==> config.mk <==
export PLATFORM = sky130hd
export DESIGN_NAME = div_seq
export DESIGN_NICKNAME = d
export VERILOG_FILES = /design/src/rtl/div_seq.sv
export SDC_FILE = /design/constraint.sdc
export NUM_CORES = 1
export LEC_CHECK = 0
export ABC_AREA = 1
export CORE_ASPECT_RATIO = 1.2
export CORE_MARGIN = 3
export CORE_UTILIZATION = 48
export CTS_CLUSTER_SIZE = 8
export DETAILED_ROUTE_END_ITERATION = 10
export PLACE_DENSITY = 0.77
export SETUP_SLACK_MARGIN = 0.5
export SLEW_MARGIN = 20
export SYNTH_ARGS = -nofsm -noshare
export SYNTH_HDL_FRONTEND = slang
export SYNTH_SLANG_ARGS = --single-unit
export TNS_END_PERCENT = 1
==> constraint.sdc <==
create_clock -name clk_i -period 1.8 [get_ports clk_i]
set_clock_uncertainty 0.05 [all_clocks]
set_input_delay 0.18 -clock clk_i [delete_from_list [all_inputs] [get_ports clk_i]]
set_output_delay 0.18 -clock clk_i [all_outputs]
set_load 0.05 [all_outputs]
==> src/rtl/div_seq.sv <==
// Multi-cycle RV32M DIV/DIVU/REM/REMU sequencer that time-shares the execute-stage add/subtract unit.
// Optional macro DIV_SEQ_DBZ_FLAG_EN adds a dbz_o divide-by-zero flag output.
module div_seq #(
  parameter int XLEN  = 32,
  parameter int CNT_W = 6
) (
  input  logic            clk_i,
  input  logic            rst_ni,
  input  logic            start_i,
  input  logic            kill_i,
  input  logic [1:0]      op_i,
  input  logic [XLEN-1:0] rs1_i,
  input  logic [XLEN-1:0] rs2_i,
  output logic            busy_o,
  output logic            done_o,
`ifdef DIV_SEQ_DBZ_FLAG_EN
  output logic            dbz_o,
`endif
  output logic [XLEN-1:0] result_o,
  output logic [XLEN-1:0] as_a_o,
  output logic [XLEN-1:0] as_b_o,
  output logic            as_cin_o,
  input  logic [XLEN-1:0] as_result_i,
  input  logic            as_cout_i
);

  typedef enum logic [2:0] {
    S_IDLE  = 3'd0,
    S_NEG_A = 3'd1,
    S_NEG_B = 3'd2,
    S_ITER  = 3'd3,
    S_FIX_Q = 3'd4,
    S_FIX_R = 3'd5,
    S_DONE  = 3'd6
  } state_t;

  localparam logic [CNT_W-1:0] LAST_ITER = CNT_W'(XLEN - 1);
  localparam logic [XLEN-1:0]  ALL_ONES  = {XLEN{1'b1}};
  localparam logic [XLEN-1:0]  MIN_NEG   = {1'b1, {(XLEN-1){1'b0}}};
  localparam logic [XLEN-1:0]  ZERO      = {XLEN{1'b0}};

  state_t            state_r, state_next_s;
  logic [1:0]        op_r, op_next_s;
  logic [XLEN-1:0]   dvd_r, dvd_next_s;
  logic [XLEN-1:0]   dvs_r, dvs_next_s;
  logic [XLEN-1:0]   rem_r, rem_next_s;
  logic [CNT_W-1:0]  cnt_r, cnt_next_s;
  logic              neg_q_r, neg_q_next_s;
  logic              neg_r_r, neg_r_next_s;
  logic [XLEN-1:0]   result_r, result_next_s;
  logic              done_r, done_next_s;
  logic              busy_r, busy_next_s;
  logic [XLEN-1:0]   as_a_r, as_a_next_s;
  logic [XLEN-1:0]   as_b_r, as_b_next_s;
  logic              as_cin_r, as_cin_next_s;
  logic [XLEN-1:0]   shifted_s;
  logic              qbit_s;
  logic [XLEN-1:0]   rem_fixed_s;
  logic              start_signed_s;
`ifdef DIV_SEQ_DBZ_FLAG_EN
  logic              dbz_r, dbz_next_s;
`endif

  // Next-state and datapath update for the divider FSM.
  always_comb begin
    state_next_s  = state_r;
    op_next_s     = op_r;
    dvd_next_s    = dvd_r;
    dvs_next_s    = dvs_r;
    rem_next_s    = rem_r;
    cnt_next_s    = cnt_r;
    neg_q_next_s  = neg_q_r;
    neg_r_next_s  = neg_r_r;
    result_next_s = result_r;
    done_next_s   = 1'b0;
`ifdef DIV_SEQ_DBZ_FLAG_EN
    dbz_next_s    = 1'b0;
`endif
    shifted_s      = {rem_r[XLEN-2:0], dvd_r[XLEN-1]};
    qbit_s         = rem_r[XLEN-1] | ~as_cout_i;
    rem_fixed_s    = neg_r_r ? as_result_i : rem_r;
    start_signed_s = ~op_i[0];

    case (state_r)
      S_IDLE: begin
        if (start_i) begin
          op_next_s  = op_i;
          dvd_next_s = rs1_i;
          dvs_next_s = rs2_i;
          if (rs2_i == ZERO) begin
            state_next_s  = S_DONE;
            result_next_s = op_i[1] ? rs1_i : ALL_ONES;
            done_next_s   = 1'b1;
`ifdef DIV_SEQ_DBZ_FLAG_EN
            dbz_next_s    = 1'b1;
`endif
          end else if (start_signed_s && (rs1_i == MIN_NEG) && (rs2_i == ALL_ONES)) begin
            state_next_s  = S_DONE;
            result_next_s = op_i[1] ? ZERO : MIN_NEG;
            done_next_s   = 1'b1;
          end else begin
            state_next_s = S_NEG_A;
          end
        end else begin
          state_next_s = S_IDLE;
        end
      end
      S_NEG_A: begin
        if (~op_r[0] && dvd_r[XLEN-1]) begin
          dvd_next_s = as_result_i;
        end else begin
          dvd_next_s = dvd_r;
        end
        neg_q_next_s = ~op_r[0] & (dvd_r[XLEN-1] ^ dvs_r[XLEN-1]);
        neg_r_next_s = ~op_r[0] & dvd_r[XLEN-1];
        state_next_s = S_NEG_B;
      end
      S_NEG_B: begin
        if (~op_r[0] && dvs_r[XLEN-1]) begin
          dvs_next_s = as_result_i;
        end else begin
          dvs_next_s = dvs_r;
        end
        rem_next_s   = ZERO;
        cnt_next_s   = {CNT_W{1'b0}};
        state_next_s = S_ITER;
      end
      S_ITER: begin
        // A set msb_out means the 33-bit partial remainder exceeds any divisor.
        rem_next_s = qbit_s ? as_result_i : shifted_s;
        dvd_next_s = {dvd_r[XLEN-2:0], qbit_s};
        cnt_next_s = cnt_r + CNT_W'(1);
        if (cnt_r == LAST_ITER) begin
          state_next_s = S_FIX_Q;
        end else begin
          state_next_s = S_ITER;
        end
      end
      S_FIX_Q: begin
        if (neg_q_r) begin
          dvd_next_s = as_result_i;
        end else begin
          dvd_next_s = dvd_r;
        end
        state_next_s = S_FIX_R;
      end
      S_FIX_R: begin
        rem_next_s    = rem_fixed_s;
        result_next_s = op_r[1] ? rem_fixed_s : dvd_r;
        done_next_s   = 1'b1;
        state_next_s  = S_DONE;
      end
      S_DONE: begin
        state_next_s = S_IDLE;
      end
      default: begin
        state_next_s = S_IDLE;
      end
    endcase

    // A flush wins over every transition and suppresses the pending completion.
    if (kill_i && (state_r != S_IDLE)) begin
      state_next_s  = S_IDLE;
      result_next_s = result_r;
      done_next_s   = 1'b0;
`ifdef DIV_SEQ_DBZ_FLAG_EN
      dbz_next_s    = 1'b0;
`endif
    end else begin
      state_next_s = state_next_s;
    end

    busy_next_s = (state_next_s != S_IDLE);
  end

  // Adder operands are registered for the state being entered, from its register contents.
  always_comb begin
    as_a_next_s   = ZERO;
    as_b_next_s   = ZERO;
    as_cin_next_s = 1'b0;
    case (state_next_s)
      S_NEG_A: begin
        as_b_next_s   = dvd_next_s;
        as_cin_next_s = 1'b1;
      end
      S_NEG_B: begin
        as_b_next_s   = dvs_next_s;
        as_cin_next_s = 1'b1;
      end
      S_ITER: begin
        as_a_next_s   = {rem_next_s[XLEN-2:0], dvd_next_s[XLEN-1]};
        as_b_next_s   = dvs_next_s;
        as_cin_next_s = 1'b1;
      end
      S_FIX_Q: begin
        as_b_next_s   = dvd_next_s;
        as_cin_next_s = 1'b1;
      end
      S_FIX_R: begin
        as_b_next_s   = rem_next_s;
        as_cin_next_s = 1'b1;
      end
      default: begin
        as_a_next_s   = ZERO;
        as_b_next_s   = ZERO;
        as_cin_next_s = 1'b0;
      end
    endcase
  end

  // State, datapath and output registers.
  always_ff @(posedge clk_i or negedge rst_ni) begin
    if (!rst_ni) begin
      state_r  <= S_IDLE;
      op_r     <= 2'b00;
      dvd_r    <= ZERO;
      dvs_r    <= ZERO;
      rem_r    <= ZERO;
      cnt_r    <= {CNT_W{1'b0}};
      neg_q_r  <= 1'b0;
      neg_r_r  <= 1'b0;
      result_r <= ZERO;
      done_r   <= 1'b0;
      busy_r   <= 1'b0;
      as_a_r   <= ZERO;
      as_b_r   <= ZERO;
      as_cin_r <= 1'b0;
`ifdef DIV_SEQ_DBZ_FLAG_EN
      dbz_r    <= 1'b0;
`endif
    end else begin
      state_r  <= state_next_s;
      op_r     <= op_next_s;
      dvd_r    <= dvd_next_s;
      dvs_r    <= dvs_next_s;
      rem_r    <= rem_next_s;
      cnt_r    <= cnt_next_s;
      neg_q_r  <= neg_q_next_s;
      neg_r_r  <= neg_r_next_s;
      result_r <= result_next_s;
      done_r   <= done_next_s;
      busy_r   <= busy_next_s;
      as_a_r   <= as_a_next_s;
      as_b_r   <= as_b_next_s;
      as_cin_r <= as_cin_next_s;
`ifdef DIV_SEQ_DBZ_FLAG_EN
      dbz_r    <= dbz_next_s;
`endif
    end
  end

  assign busy_o   = busy_r;
  assign done_o   = done_r;
  assign result_o = result_r;
  assign as_a_o   = as_a_r;
  assign as_b_o   = as_b_r;
  assign as_cin_o = as_cin_r;
`ifdef DIV_SEQ_DBZ_FLAG_EN
  assign dbz_o    = dbz_r;
`endif

endmodule

==> impl_metrics.json <==
{
  "fp-row-count": 60,
  "hold_violations": 0,
  "grt_pass1_wl_um": 71100,
  "path_cells": "ha_2 -> nand4_1 -> o21ai_1 -> nand2_2 -> a31oi_4 -> nand2_2 -> nand2_4 -> buf_6 -> o21ai_4 -> buf_6 -> buf_8 -> nand3_2 -> nand2_1",
  "finalCriticalPeriod_ns": 2.14,
  "grt.total_usage": 0.354,
  "vias_per_cell": 6.16,
  "grt_pass1_vias": 12800,
  "setup_tns_ns": -21.55,
  "hpwlAfterDp_um": 29600,
  "core_region_area_sq_mm": 0.0227,
  "drt_wl_total_um": 47500,
  "max_slew_margin": 0.649,
  "finalPower_mw": 26.0,
  "crit_path_max_incr_delay_ns": 0.36,
  "status": "finished, violations left",
  "num_antenna_cells": 0,
  "power_density_mw_per_mm2": 1500,
  "place.gp.congestion": 0.942,
  "grt_overflow_total": 0,
  "post_drt_wl_per_cell_um": 22.0,
  "dr.pass1.iters": 9,
  "p_leak_nw": 8.19,
  "period_share": 1.19,
  "port_buffers": 201,
  "slew_violations": 0,
  "num_vias": 13300,
  "cts_max_path_buffers": 3,
  "layoutNonFillerInstCount": 2163,
  "rsz0062_at_grt": "yes",
  "insertion_delay_ns": 0.55,
  "syn_area_per_cell_sq_um": 7.48,
  "path_class": "reg2reg",
  "synth_warnings": 0,
  "area_growth_pct": 54.7,
  "ios": 202,
  "ir_drop_v": 0.00118,
  "drive_gt1_frac": 0.305,
  "clkSinkCount": 208,
  "fin_ws_ns": -0.338,
  "synth.distinct_cells": 39,
  "cts-root-buf": "clkbuf_16",
  "use_met2": 0.571,
  "critPathArrivalTime_ns": 2.52,
  "worst_pin_slew_ns": 0.521,
  "die_w_um": 145,
  "syn_nets": 1599,
  "start_kind": "flip-flop",
  "min_path_type": "in2reg",
  "critPathSlowestCell": "dfrtp_1",
  "violations": "setup timing",
  "antenna_found_initial": 0,
  "die_h_um": 173,
  "busiest_layer": "met2",
  "tritoncts": "yes",
  "use_met3": 0.0705,
  "ys_seq_elements": 208,
  "grt.met1_usage": 0.435,
  "setup_viol": 100,
  "htreeDepth": 1,
  "synthCells": 1495,
  "ys_seq_area_frac": 0.465,
  "crit_fanout": 6,
  "placed_cells": 2110,
  "die_area_sq_mm": 0.0252,
  "maxCapViolations": 0,
  "fmax_mhz": 468,
  "end_kind": "flip-flop",
  "drc": 0,
  "nets": 1958,
  "postRouteAntennaNets": 0,
  "cts.clk_slew.worst_paths_ns": 0.05,
  "grt_max_degree": 60,
  "numCtsBuffers": 29,
  "cp.required_ns": 2.18,
  "initial_core_util": 0.493,
  "drt_iter0_markers": 1614,
  "syn-cell-area_sq_mm": 0.0112
}
-- final timing paths --
kind,depth (start not counted),end,slack [ns],from
worst max-delay path,13,as_b_o[21],-0.34,cnt_r[0]
worst max register to register,13,as_b_o[21],-0.34,cnt_r[0]
worst min register to register,2,result_o[30],0.45,result_o[30]
worst min-delay path,3,dvs_r[11],0.05,rs2_i[11]
min in group asynchronous,2,result_o[8],0.10,rst_ni
max in group asynchronous,3,state_r[0],0.87,rst_ni
-- metrics by stage --
step | worst slack [ns] | hold slack (ns) | util | cell area, sq um
detailed placement | -1.08 | 0.0981 | 0.651 | 14800
finish | -0.338 | 0.0541 | 0.763 | 17300
floorplan | 0.00723 | -0.166 | - | 11200
global placement | -1.03 | 0.0992 | 0.651 | 14800
global route | -0.432 | 0.0530 | 0.763 | 17300
CTS | -0.289 | 0.110 | 0.745 | 16900
-- metal layers --
layer | up-vias | part of all wire
li1 | 5669 | -
met1 | 6258 | 0.34
met2 | 1093 | 0.46
met3 | 296 | 0.12
met4 | 0 | 0.079
met5 | - | 0
-- placed cells by master (no fill, tap or decap), types with 26 or more instances in the layout --
cell / n
dfrtp_1: 205
o211ai_1: 49
nand4_1: 35
o21ai_0: 105
clkdlybuf4s50_1: 99
buf_12: 28
nor2_1: 146
nand2_1: 402
buf_4: 153
nand3_1: 54
o22ai_1: 33
clkbuf_16: 32
nand2_2: 35
nand3_2: 55
o2111ai_2: 26
buf_6: 125
inv_1: 119
-- cell usage after synthesis, drive strengths merged --
cell       n  area share
a21oi      9      0.0044
a221o     13       0.012
a22o       1     0.00078
a31oi      1     0.00056
and2       1     0.00056
and3      18       0.010
buf       53       0.025
clkbuf    45       0.015
clkinv     3      0.0011
dfrtp    208        0.47
ha         1      0.0011
inv      142       0.048
nand2    450        0.15
nand3    112       0.052
nand4     35       0.020
nor2     158       0.056
nor3       2      0.0013
o2111ai   31       0.024
o211ai    49       0.033
o21ai    124       0.056
o21bai     1      0.0010
o221ai     1     0.00078
o22ai     35       0.020
o31ai      1     0.00067
xnor2      1     0.00078
-- area by class of cell --
class / count / area [sq um]
clock buffers: 29 / 726
multi-input cells: 1045 / 5920
clock inverters: 1 / 8.76
inverters: 145 / 577
repair buffers: 425 / 4470
well taps: 310 / 388
flip-flops and latches: 208 / 5210
fillers: 1561 / 5370
-- worst max-delay path: cells and delay by family (launching register included) --
kind	cells	cell delay (ns)
DFF	1	0.36
AOI/OAI and AO/OA	3	0.46
and+or+nand+nor	6	0.57
buffers and inverters	3	0.39
adders and majority gates	1	0.19
-- registers in the layout, indices dropped and copies added (netlist names) --
| signal | count |
|---|---|
| as_cin_o | 1 |
| rem_r | 32 |
| neg_r_r | 1 |
| state_r | 3 |
| result_o | 32 |
| dvd_r | 32 |
| neg_q_r | 1 |
| done_o | 1 |
| cnt_r | 6 |
| op_r | 2 |
| as_a_o | 32 |
| as_b_o | 32 |
| busy_o | 1 |
| dvs_r | 32 |
-- power breakdown --
part	internal [mW]	switching (mW)
combinational	5.77	8.49
clock	2.80	1.96
sequential	6.05	0.912
-- kinds of logic after synthesis --
logic type | count (synthesis) | synth area share
compound gates | 266 | 0.152
xor+xnor | 1 | 0.000783
fa+ha+maj | 1 | 0.00112
buf+inv | 243 | 0.0889
flops | 208 | 0.465
simple gates | 776 | 0.291
-- repair_timing --
item                                   4_1_cts  5_1_grt
gates cloned                                 4        3
pin swaps                                  134       51
endpoints found under the hold margin      208        0
buffers inserted                            13        2
hold buffers                                 1        0
resized for setup                          473       80
setup endpoints to repair                  303      303
Power figures use the tool's default switching activity.
